==> src/rtl/a_res_sched_if.sv <==
// a_res_sched_if: issue/writeback bundle between an A-register issuer and
// the a_res_sched result scheduler.
// Optional feature: A_SCHED_FLUSH_EN adds the i_flush request line.
interface a_res_sched_if #(
    parameter int NUM_AREG = 8,
    parameter int DELAY_W  = 4,
    parameter int SRC_W    = 4
);
    localparam int AW = $clog2(NUM_AREG);

    logic                i_issue;
    logic                i_dest_en;
    logic [AW-1:0]       i_dest;
    logic [DELAY_W-1:0]  i_delay;
    logic [SRC_W-1:0]    i_src;
    logic                i_j_en;
    logic                i_k_en;
    logic [AW-1:0]       i_j;
    logic [AW-1:0]       i_k;
`ifdef A_SCHED_FLUSH_EN
    logic                i_flush;
`endif
    logic                o_hold;
    logic                o_wr_en;
    logic [AW-1:0]       o_wr_addr;
    logic [SRC_W-1:0]    o_wr_src;
    logic [NUM_AREG-1:0] o_busy;

`ifdef A_SCHED_FLUSH_EN
    modport master (
        output i_issue, i_dest_en, i_dest, i_delay, i_src,
        output i_j_en, i_k_en, i_j, i_k, i_flush,
        input  o_hold, o_wr_en, o_wr_addr, o_wr_src, o_busy
    );
    modport slave (
        input  i_issue, i_dest_en, i_dest, i_delay, i_src,
        input  i_j_en, i_k_en, i_j, i_k, i_flush,
        output o_hold, o_wr_en, o_wr_addr, o_wr_src, o_busy
    );
`else
    modport master (
        output i_issue, i_dest_en, i_dest, i_delay, i_src,
        output i_j_en, i_k_en, i_j, i_k,
        input  o_hold, o_wr_en, o_wr_addr, o_wr_src, o_busy
    );
    modport slave (
        input  i_issue, i_dest_en, i_dest, i_delay, i_src,
        input  i_j_en, i_k_en, i_j, i_k,
        output o_hold, o_wr_en, o_wr_addr, o_wr_src, o_busy
    );
`endif
endinterface

==> src/rtl/a_res_sched.sv <==
// a_res_sched: A-register reservation and result-bus scheduler.
// A timing-slot table tracks pending writes; slot k holds the write that
// lands k cycles from now, so slot 0 drives the write port this cycle.
// Issue is held on result-bus collision, WAW and RAW hazards.
// Optional feature: define A_SCHED_FLUSH_EN to add the synchronous i_flush.
module a_res_sched #(
    parameter int NUM_AREG = 8,
    parameter int DELAY_W  = 4,
    parameter int SRC_W    = 4
) (
    input logic          clk,
    input logic          rst_n,
    a_res_sched_if.slave bus
);
    localparam int          AW    = $clog2(NUM_AREG);
    localparam int unsigned DEPTH = (1 << DELAY_W) - 1;

    typedef struct packed {
        logic             valid;
        logic [AW-1:0]    addr;
        logic [SRC_W-1:0] src;
    } slot_t;

    slot_t [DEPTH-1:0]   slot_q, slot_d;
    logic [NUM_AREG-1:0] busy_q, busy_d;

    logic reserve;
    logic collide;
    logic retire_hit;
    logic waw;
    logic raw;
    logic flush;
    logic hold;
    logic accept;

`ifdef A_SCHED_FLUSH_EN
    assign flush = bus.i_flush;
`else
    assign flush = 1'b0;
`endif

    // Hazard detection: bus collision, WAW (unless the old write retires now), RAW.
    always_comb begin
        reserve = bus.i_dest_en && (bus.i_delay != '0);
        collide = 1'b0;
        for (int unsigned k = 1; k < DEPTH; k++) begin
            if (32'(bus.i_delay) == k && slot_q[k[DELAY_W-1:0]].valid) begin
                collide = 1'b1;
            end
        end
        retire_hit = slot_q[0].valid && (slot_q[0].addr == bus.i_dest);
        waw        = reserve && busy_q[bus.i_dest] && !retire_hit;
        raw        = (bus.i_j_en && busy_q[bus.i_j]) || (bus.i_k_en && busy_q[bus.i_k]);
        hold       = flush || (bus.i_issue && ((reserve && collide) || waw || raw));
        accept     = bus.i_issue && !hold;
    end

    assign bus.o_hold    = hold;
    assign bus.o_wr_en   = slot_q[0].valid && !flush;
    assign bus.o_wr_addr = slot_q[0].addr;
    assign bus.o_wr_src  = slot_q[0].src;
    assign bus.o_busy    = busy_q;

    // Next state: shift slots toward 0, retire slot 0, then insert the accepted write.
    always_comb begin
        slot_d = '0;
        for (int unsigned k = 0; k + 1 < DEPTH; k++) begin
            slot_d[k[DELAY_W-1:0]] = slot_q[k[DELAY_W-1:0] + 1'b1];
        end
        busy_d = busy_q;
        if (slot_q[0].valid) begin
            busy_d[slot_q[0].addr] = 1'b0;
        end
        // Insertion follows retirement so a same-register re-reservation keeps busy set.
        if (accept && reserve) begin
            for (int unsigned k = 0; k < DEPTH; k++) begin
                if (32'(bus.i_delay) == k + 1) begin
                    slot_d[k[DELAY_W-1:0]].valid = 1'b1;
                    slot_d[k[DELAY_W-1:0]].addr  = bus.i_dest;
                    slot_d[k[DELAY_W-1:0]].src   = bus.i_src;
                end
            end
            busy_d[bus.i_dest] = 1'b1;
        end
        if (flush) begin
            slot_d = '0;
            busy_d = '0;
        end
    end

    // State registers with asynchronous clear.
    always_ff @(posedge clk or negedge rst_n) begin
        if (!rst_n) begin
            slot_q <= '0;
            busy_q <= '0;
        end else begin
            slot_q <= slot_d;
            busy_q <= busy_d;
        end
    end
endmodule

==> src/flat_wrapper.sv <==
// flat-port wrapper written by rule: the top's interface ports become plain ports
module a_res_sched_flat 
#(
    parameter int NUM_AREG = 8,
    parameter int DELAY_W  = 4,
    parameter int SRC_W    = 4
)
  (clk, rst_n, bus_i_issue, bus_i_dest_en, bus_i_dest, bus_i_delay, bus_i_src, bus_i_j_en, bus_i_k_en, bus_i_j, bus_i_k, bus_o_hold, bus_o_wr_en, bus_o_wr_addr, bus_o_wr_src, bus_o_busy);
  a_res_sched_if #(.NUM_AREG(NUM_AREG), .DELAY_W(DELAY_W), .SRC_W(SRC_W)) bus_i ();
  input logic clk;
  input logic rst_n;
  input wire logic [$bits(bus_i.i_issue)-1:0] bus_i_issue;
  input wire logic [$bits(bus_i.i_dest_en)-1:0] bus_i_dest_en;
  input wire logic [$bits(bus_i.i_dest)-1:0] bus_i_dest;
  input wire logic [$bits(bus_i.i_delay)-1:0] bus_i_delay;
  input wire logic [$bits(bus_i.i_src)-1:0] bus_i_src;
  input wire logic [$bits(bus_i.i_j_en)-1:0] bus_i_j_en;
  input wire logic [$bits(bus_i.i_k_en)-1:0] bus_i_k_en;
  input wire logic [$bits(bus_i.i_j)-1:0] bus_i_j;
  input wire logic [$bits(bus_i.i_k)-1:0] bus_i_k;
  output wire logic [$bits(bus_i.o_hold)-1:0] bus_o_hold;
  output wire logic [$bits(bus_i.o_wr_en)-1:0] bus_o_wr_en;
  output wire logic [$bits(bus_i.o_wr_addr)-1:0] bus_o_wr_addr;
  output wire logic [$bits(bus_i.o_wr_src)-1:0] bus_o_wr_src;
  output wire logic [$bits(bus_i.o_busy)-1:0] bus_o_busy;
  assign bus_i.i_issue = bus_i_issue;
  assign bus_i.i_dest_en = bus_i_dest_en;
  assign bus_i.i_dest = bus_i_dest;
  assign bus_i.i_delay = bus_i_delay;
  assign bus_i.i_src = bus_i_src;
  assign bus_i.i_j_en = bus_i_j_en;
  assign bus_i.i_k_en = bus_i_k_en;
  assign bus_i.i_j = bus_i_j;
  assign bus_i.i_k = bus_i_k;
  assign bus_o_hold = bus_i.o_hold;
  assign bus_o_wr_en = bus_i.o_wr_en;
  assign bus_o_wr_addr = bus_i.o_wr_addr;
  assign bus_o_wr_src = bus_i.o_wr_src;
  assign bus_o_busy = bus_i.o_busy;
  a_res_sched #(.NUM_AREG(NUM_AREG), .DELAY_W(DELAY_W), .SRC_W(SRC_W)) u_core (.clk(clk), .rst_n(rst_n), .bus(bus_i));
endmodule
==> config.mk <==
export PLATFORM = sky130hd
export DESIGN_NAME = a_res_sched_flat
export DESIGN_NICKNAME = d
export VERILOG_FILES = /design/src/rtl/a_res_sched_if.sv /design/src/rtl/a_res_sched.sv /design/src/flat_wrapper.sv
export SDC_FILE = /design/constraint.sdc
export NUM_CORES = 1
export LEC_CHECK = 0
export ABC_AREA = 1
export BUFFER_PORTS_ARGS = -buffer_cell sky130_fd_sc_hd__buf_2
export CORE_MARGIN = 1
export CORE_UTILIZATION = 55
export CTS_CLUSTER_DIAMETER = 80
export DETAILED_ROUTE_END_ITERATION = 12
export PLACE_DENSITY_LB_ADDON = 0.15
export RECOVER_POWER = 100
export SKIP_CTS_REPAIR_TIMING = 1
export SLEW_MARGIN = 20
export SYNTH_ARGS = -nofsm -noshare
export SYNTH_HDL_FRONTEND = slang
export SYNTH_SLANG_ARGS = --single-unit
==> constraint.sdc <==
create_clock -name clk -period 2 [get_ports clk]
set_input_delay 0.4 -clock clk [delete_from_list [all_inputs] [get_ports clk]]
set_output_delay 0.4 -clock clk [all_outputs]
set_load 0.03 [all_outputs]
==> out/metrics.cfg, run 1 <==
[floorplanning]
fp.dieW_um=114
start_util=0.567
coreArea_um2=12100
die_h_um=114
io-pin-count=40
design.die.area_um2=12900
rows=40

[detailed_routing]
final_antenna_net_count=0
via_per_inst=5.73
wire_per_inst_um=15.2
drc=0
drtIter0Drc=742
drt-pass1-iter-count=9
num_vias=6542
routed_wl_mm=17.3

[sta]
setup_ws_ns=-0.110
fin_crit_sh=1.05
relSlewSlack=0.308
whs_ns=0.153
period_needed_ns=2.11
skew_ns=0.00622
rsz0062_at_grt=yes
slew_viol_final=0
hold_violations=0
totalNegativeSetupSlack_ns=-0.110
fmax_mhz=474
tightest_slew_ns=1.04
setup_viol=1

[grt]
grt_use_met3=0.0685
grt_pass1_wl_mm=29.7
grt_usage=0.290
use_met2=0.490
antenna_found_initial=0
grtUsageMet1=0.357
grt_max_degree=51
gr-total-overflow=0
grt.busiest_layer=met2
first_global_vias=6398

[cts]
clockBufferDepth=2
cts.reportedPaths.clkPinSlew_ns=0.06
h-tree-depth=4
cts_tree=done
cts_made_buffers=17
clk_latency_ns=0.42
cts.sinks=128
root_buffer=clkbuf_16

[setup_path]
worstSetupStartpoint=u_core.bus.o_wr_addr[0]
critPathCaptureType=output pin
path_max_fanout=4
cp.arrival_ns=1.71
r2r_start=u_core.bus.o_busy[7]
timing.rr.end=u_core.slot_q[62]
worstPathRequired_ns=1.60
rrSetupSlack_ns=0.08
r2r_cells=11
startpoint_type=flop
path_class=reg2out

[pwr]
p_per_area_nw_per_um2=888
ir_drop_mv=0.549
power.leakage_uw=0.00399

[final_layout]
drive_above_1_share=0.138
final_area_um2=7970
n_antenna_cell=0
syn_to_final_growth_pct=16.1
num-nets-final=983
mostFrequentLayoutCells=nand2_1, nand4_1, dfrtp_1, o21ai_0, inv_1
layout_commonest_cell=nand2_1
n_fill_cell=1030

[synth]
yosysWarnings=0
syn_avg_cell_area_um2=7.29
syn_area_um2=6860
netlist-cell-type-count=24
synth_seq_cells=128
ys_seq_area_frac=0.467
synth_nets=964
syn_inst=941

[outcome]
violations=setup timing
status=finished, violations left

[worst_hold_path]
hold_path.class=in2async

[placement]
place.gp.congestion=0.942
io_buffers=39
dp_hpwl_mm=10.9
placed_area_um2=7370

[job]
max_cap_viol_count=0

[state kept, by name, indices dropped and copies added, names as in the netlist]
signal,flops
u_core.bus.o_busy,8
u_core.slot_q,112
u_core.bus.o_wr_addr,3
u_core.bus.o_wr_en,1
u_core.bus.o_wr_src,4
[cell usage after synthesis]
cell type / instances / share of area
o21ai_1: 3 / 0.0022
nand2_2: 2 / 0.0018
clkbuf_2: 1 / 0.00073
inv_2: 8 / 0.0044
dfrtp_1: 128 / 0.47
nand4_2: 1 / 0.0018
nand3b_1: 2 / 0.0022
nand3_1: 16 / 0.012
nor3_1: 8 / 0.0058
buf_1: 8 / 0.0044
buf_6: 2 / 0.0033
o211ai_1: 4 / 0.0044
a21oi_1: 4 / 0.0029
o21ai_0: 111 / 0.081
nand4_1: 121 / 0.11
buf_2: 18 / 0.013
inv_1: 50 / 0.027
nand2_1: 362 / 0.20
buf_4: 9 / 0.0098
nand3_2: 1 / 0.0015
xnor2_1: 1 / 0.0013
nor2_1: 33 / 0.018
nor2_2: 3 / 0.0027
clkbuf_1: 45 / 0.025
[per-stage QoR]
step	std cells	power (uW)	worst slack (ns)	util
after floorplan	941	3390	0.000221	-
after global placement	1107	3720	-0.0766	0.609
after detailed placement	1107	3750	-0.121	0.609
after CTS	1139	7130	-0.258	0.662
after global routing	1141	7350	-0.209	0.658
final	1141	7080	-0.110	0.658
[power by group]
part           switching (uW)  internal, uW
logic                     675           251
clock network            1130          2250
registers                75.5          2700
total                    1880          5200
[per-layer routing]
layer	vias to the layer above	wire length, um
li1	3154	-
met1	3133	7370
met2	224	8670
met3	31	970
met4	0	308
met5	-	0
[critical path, cell delays in order (launching register included)]
cell	delay, ns
dfrtp_1	0.41
nor2_2	0.17
nand2_1	0.06
o21ai_1	0.09
nand4_1	0.11
nand2_1	0.10
nand2_2	0.07
nand2_4	0.09
a21oi_4	0.05
buf_6	0.14
[worst max path at each step]
stage                        endpoint  slack (ns)  cells after the start
floorplan                  bus_o_hold      0.0002                     13
global placement    u_core.slot_q[97]       -0.08                     10
detailed placement  u_core.slot_q[91]       -0.12                     10
CTS                        bus_o_hold       -0.26                      9
global route               bus_o_hold       -0.21                      9
finish                     bus_o_hold       -0.11                      9
[logic make-up (layout without fill, tap and decap cells)]
kind of cell              Yosys count  after routing  synth area share
AOI/OAI and AO/OA                 122            122            0.0904
xor gates and xnor gates            1              1           0.00128
buffers and inverters             141            173            0.0877
DFF                               128            128             0.467
and+or+nand+nor                   549            549             0.354
[layout make-up]
class                      count  area, um2  share of cell area
sequential                   128       3210               0.403
multi-input combinational    672       3110               0.390
timing repair buffer          83        569              0.0714
clock buffer                  24        502              0.0630
inverter                      58        220              0.0276
tap                          168        210              0.0264
clock inverter                 8        149              0.0187
Power figures use the tool's default switching activity.
==> run 2, diff against run 1 <==
GPL_TIMING_DRIVEN = 0   (was not set)
==> run 2 against run 1 <==
  * The run still ends with setup timing left
  * Non-clock buffer count up 44
  * Utilization up 0.22 points
  * Clock power down 11%
  * Highest routed layer unchanged
==> out/metrics.cfg, run 2 (synthesis gave the netlist of run 1 again) <==
[placement]
io_buffers=36  ; -7.7%
dp_hpwl_mm=11.7  ; +8.0%
place.gp.congestion=0.898  ; -4.6%

[final_layout]
syn_to_final_growth_pct=16.5
largest_register_ffs=112  ; unchanged
largest-register=u_core.slot_q
num-nets-final=1027  ; +4.5%
layout_commonest_cell=nand2_1
multi_input_area_um2=3090  ; -0.64%
mostFrequentLayoutCells=nand2_1, nand4_1, dfrtp_1, o21ai_0, clkbuf_1
fin_util=0.660  ; +0.00217
n_fill_cell=1066  ; +3.5%
area.sequential_um2=3210  ; unchanged
n_antenna_cell=0  ; unchanged
drive_above_1_share=0.127  ; -0.0107

[setup_path]
rrSetupSlack_ns=0.08  ; about the same
worstPathRequired_ns=1.60  ; about the same
cp.arrival_ns=1.95  ; +0.24 ns
r2r_start=u_core.slot_q[111]
r2r_cells=13  ; +2
worstSetupStartpoint=u_core.bus.o_busy[1]
path_class=reg2out
timing.rr.end=u_core.slot_q[99]
startpoint_type=flop
critPathCaptureType=output pin
path_max_fanout=10  ; +6
timing.critical_path.to=bus_o_hold

[cts]
root_buffer=clkbuf_16
cts_tree=done
cts.sinks=128  ; unchanged
cts_made_buffers=17  ; unchanged
clockBufferDepth=2  ; unchanged
cts.reportedPaths.clkPinSlew_ns=0.05  ; about the same
clk_latency_ns=0.43  ; about the same
h-tree-depth=4  ; unchanged

[sta]
setup_ws_ns=-0.352  ; -0.243 ns
tightest_slew_ns=1.30  ; +0.259 ns
period_needed_ns=2.35  ; +0.243 ns
fin_crit_sh=1.18  ; +0.121
slew_viol_final=0  ; unchanged
setup_viol=1  ; unchanged
rsz0062_at_grt=yes
totalNegativeSetupSlack_ns=-0.352  ; -0.243 ns
relSlewSlack=0.136  ; -0.172
hold_violations=0  ; unchanged
skew_ns=0.00724  ; +0.00102 ns
fmax_mhz=425  ; -10%

[floorplanning]
coreArea_um2=12100  ; unchanged
rows=40  ; unchanged
die_h_um=114  ; unchanged
io-pin-count=40  ; unchanged
fp.dieW_um=114  ; unchanged
start_util=0.567  ; unchanged
design.die.area_um2=12900  ; unchanged

[detailed_routing]
drtIter0Drc=651  ; -12%
drc=0  ; unchanged
wire_per_inst_um=15.4  ; +1.5%
via_per_inst=5.65  ; -1.4%
num_vias=6694  ; +2.3%
routed_wl_mm=18.2  ; +5.3%
final_antenna_net_count=0  ; unchanged
drt-pass1-iter-count=5  ; -4

[outcome]
status=finished, violations left
violations=setup timing

[pwr]
ir_drop_mv=0.445  ; -19%
power_uw=6760  ; -4.5%
power.leakage_uw=0.00400  ; +0.28%
p_per_area_nw_per_um2=846  ; -4.8%

[grt]
antenna_found_initial=0  ; unchanged
grt_pass1_wl_mm=30.1  ; +1.5%
gr-total-overflow=0  ; unchanged
grt_usage=0.300  ; +0.0104
first_global_vias=6074  ; -5.1%
grt_max_degree=74  ; +45%

[worst_hold_path]
hold_path.class=in2reg

[job]
max_cap_viol_count=0  ; unchanged

-- run 2: metrics by stage --
stage                     worst slack (ns)  hold slack [ns]  cell area, um2  cells
after detailed placement            -0.531            0.351            7320   1146
after global routing                -0.470            0.370            8000   1184
after CTS                           -0.747          -0.0987            7890   1177
final                               -0.352            0.381            8000   1184
after floorplan                   0.000221            0.104            6890    941
after global placement               -1.42            0.445            7280   1145
-- run 2: area by class of cell --
| class | count | area share |
|---|---|---|
| Tap cell | 168 | 0.0263 |
| Inverter | 58 | 0.0275 |
| Clock buffer | 24 | 0.0603 |
| Clock inverter | 7 | 0.0106 |
| Buffer | 83 | 0.0562 |
| Sequential cell | 128 | 0.402 |
| Timing Repair Buffer | 44 | 0.0313 |
| Multi-Input combinational cell | 672 | 0.386 |
-- run 2: report_power, final --
part,internal (uW),switching (uW),leakage [uW]
combinational,280,698,0.00198
sequential,2700,75.7,0.00174
clock,1910,1100,0.000284
total,4890,1870,0.00400
-- run 2: metal layers --
| metal | wire (um) | share of wire | vias up | GRT usage |
|---|---|---|---|---|
| met2 | 8610 | 0.47 | 239 | 0.473 |
| met3 | 1110 | 0.061 | 35 | 0.0515 |
| met5 | 0 | 0 | - | 0 |
| li1 | - | - | 3236 | - |
| met4 | 441 | 0.024 | 0 | 0.125 |
| met1 | 8090 | 0.44 | 3184 | 0.412 |
-- run 2: worst max-delay path, stage by stage (launching register included) --
cell and delay, ns:
dfrtp_2 0.37, inv_2 0.05, a21oi_1 0.10, o21ai_0 0.09, nand3b_1 0.08, nand3_1 0.09
nand2_2 0.11, inv_4 0.05, buf_12 0.14, buf_8 0.14, a21oi_4 0.15, buf_6 0.14
-- run 2: how the worst min path moves through the flow --
stage                            start                   end  slack, ns  cells after the start
finish                   bus_i_dest[0]  u_core.bus.o_busy[2]       0.38                      4
global route             bus_i_dest[0]  u_core.bus.o_busy[0]       0.37                      4
CTS                              rst_n    u_core.slot_q[110]       -0.1                      1
detailed placement               rst_n  u_core.bus.o_busy[4]       0.35                      1
global placement    u_core.slot_q[119]    u_core.slot_q[111]       0.45                      2
floorplan                        rst_n  u_core.bus.o_busy[0]       0.10                      0
==> run 3, diff against run 2 <==
GPL_TIMING_DRIVEN = not set   (was 0)
MAX_ROUTING_LAYER = met4   (was not set)
==> run 3 against run 2 <==
  * Highest routed layer unchanged
  * Combinational power decreased by 5.3%
  * Sequential power about the same
  * Routed wire length decreased by 5.8%
  * Register-to-register slack about the same
  * Via count decreased by 1.7%
  * Die area unchanged
  * Critical endpoint unchanged
  * Final area decreased by 0.23%
  * Largest cell class unchanged
  * Critical path type unchanged
  * Hold slack got worse by 0.22 ns
  * Clock-buffer cell count unchanged
  * Clock skew increased by 0.00083 ns
  * The flow still finishes with violations (setup timing)
==> out/metrics.cfg, run 3 (synthesis gave the netlist of run 1 again) <==
[floorplanning]
rows=40  ; unchanged
design.die.area_um2=12900  ; unchanged
io-pin-count=40  ; unchanged
die_h_um=114  ; unchanged
coreArea_um2=12100  ; unchanged
start_util=0.567  ; unchanged
fp.dieW_um=114  ; unchanged

[setup_path]
path_class=reg2out
startpoint_type=flop
cp.arrival_ns=1.71  ; -0.24 ns
critPathCaptureType=output pin
path_max_fanout=4  ; -6
slowest_delay_ns=0.39  ; +0.02 ns
cp_slowest_cell=dfrtp_1
cp_common_cell=nand2_1
worstPathRequired_ns=1.60  ; about the same
cp_cell_sequence=inv_1 > nor2_2 > nand2_1 > o21ai_1 > nand4_1 > nand2_1 > nand2_2 > nand2_4 > a21oi_4 > buf_6

[job]
max_cap_viol_count=0  ; unchanged

[final_layout]
layout_commonest_cell=nand2_1
mostFrequentLayoutCells=nand2_1, nand4_1, dfrtp_1, o21ai_0, inv_1
n_antenna_cell=0  ; unchanged
num-nets-final=983  ; -4.3%
finalNonFillerCells=1141  ; -3.6%
final_area_um2=7980  ; -0.23%
largest_register_ffs=112  ; unchanged
largest-register=u_core.slot_q
drive_above_1_share=0.141  ; +0.0138
fin_util=0.659  ; -0.00155
n_fill_cell=1030  ; -3.4%
syn_to_final_growth_pct=16.2

[cts]
cts.reportedPaths.clkPinSlew_ns=0.06  ; about the same
cts_made_buffers=17  ; unchanged
cts.sinks=128  ; unchanged
h-tree-depth=4  ; unchanged
clockBufferDepth=2  ; unchanged
root_buffer=clkbuf_16
clk_latency_ns=0.42  ; about the same
cts_tree=done

[pwr]
p_per_area_nw_per_um2=888  ; +5.0%
ir_drop_mv=0.546  ; +23%
power.leakage_uw=0.00399  ; -0.24%
power_uw=7090  ; +4.8%

[sta]
rsz0062_at_grt=yes
period_needed_ns=2.11  ; -0.238 ns
fmax_mhz=473  ; +11%
setup_ws_ns=-0.114  ; +0.238 ns
tightest_slew_ns=1.05  ; -0.244 ns
fin_crit_sh=1.06  ; -0.119
slew_viol_final=0  ; unchanged
setup_viol=1  ; unchanged
relSlewSlack=0.298  ; +0.162
hold_violations=0  ; unchanged
skew_ns=0.00808  ; +0.000833 ns

[placement]
dp_hpwl_mm=10.9  ; -7.4%
dp_slack_ns=-0.121  ; +0.411 ns
io_buffers=39  ; +8.3%
place.gp.congestion=0.959  ; +6.8%
placed_area_um2=7370  ; +0.68%
dp.cells=1107  ; -3.4%

[grt]
grt_pass1_wl_mm=29.7  ; -1.5%
antenna_found_initial=0  ; unchanged
grt_usage=0.298  ; -0.00253
gr-total-overflow=0  ; unchanged
first_global_vias=6406  ; +5.5%
grt_max_degree=51  ; -31%

[outcome]
violations=setup timing
status=finished, violations left

[detailed_routing]
drt-pass1-iter-count=6  ; +1
drc=0  ; unchanged
drtIter0Drc=692  ; +6.3%
via_per_inst=5.77  ; +2.0%
final_antenna_net_count=0  ; unchanged
num_vias=6579  ; -1.7%
routed_wl_mm=17.2  ; -5.8%
wire_per_inst_um=15.1  ; -2.2%

[worst_hold_path]
hold_path.class=in2async

==> run 3: cell count changes in the layout (fill, tap and decap cells not counted), moves of 3 or more <==
cell      change
buf_4        +17
buf_12        +3
nand2_2       +8
buf_2        -13
clkinv_2      -4
clkbuf_2     -10
nand2_1       -8
buf_1         -5
clkbuf_1     -35
==> run 3: path summary, 6_finish.rpt <==
kind / cells past startpoint / end / slack (ns) / startpoint
max: 10 / bus_o_hold / -0.11 / u_core.bus.o_wr_en
min: 1 / u_core.bus.o_busy[6] / 0.16 / rst_n
max reg2reg: 11 / u_core.slot_q[54] / 0.08 / u_core.bus.o_busy[7]
min reg2reg: 2 / u_core.slot_q[49] / 0.46 / u_core.slot_q[57]
max in group asynchronous: 2 / u_core.slot_q[54] / 0.49 / rst_n
min in group clk: 4 / u_core.bus.o_busy[0] / 0.37 / bus_i_dest[1]
==> run 3: per-stage QoR <==
stage | hold WS, ns | setup TNS, ns
3_5_place_dp | 0.438 | -4.17
4_1_cts | -0.00855 | -0.258
5_1_grt | 0.223 | -0.799
6_report | 0.161 | -0.114
2_1_floorplan | 0.104 | 0
3_3_place_gp | 0.437 | -2.62
==> run 3: final cells by class <==
class	instances	area, um2	area share
clock inverters	8	149	0.0187
well taps	168	210	0.0264
repair buffers	83	569	0.0714
flip-flops and latches	128	3210	0.403
inverters	58	220	0.0276
clock buffers	24	502	0.0629
multi-input cells	672	3110	0.390
==> run 3: worst max-delay path: cells and delay by family, from the launching register on <==
family,cells,cell delay [ns]
buffers and inverters,2,0.20
AO/OA/AOI/OAI,2,0.14
AND/OR/NAND/NOR,6,0.56
flip-flops,1,0.39
==> run 3: per-layer routing <==
layer | global-route usage | up-vias | share of wire
li1 | - | 3152 | -
met1 | 0.357 | 3137 | 0.42
met2 | 0.491 | 256 | 0.50
met3 | 0.0590 | 34 | 0.058
met4 | 0.126 | 0 | 0.021
met5 | - | - | 0
==> run 3: where the power goes <==
part / internal, uW / switching (uW)
clock: 2250 / 1130
sequential: 2700 / 75.9
combinational: 252 / 674
total: 5200 / 1880
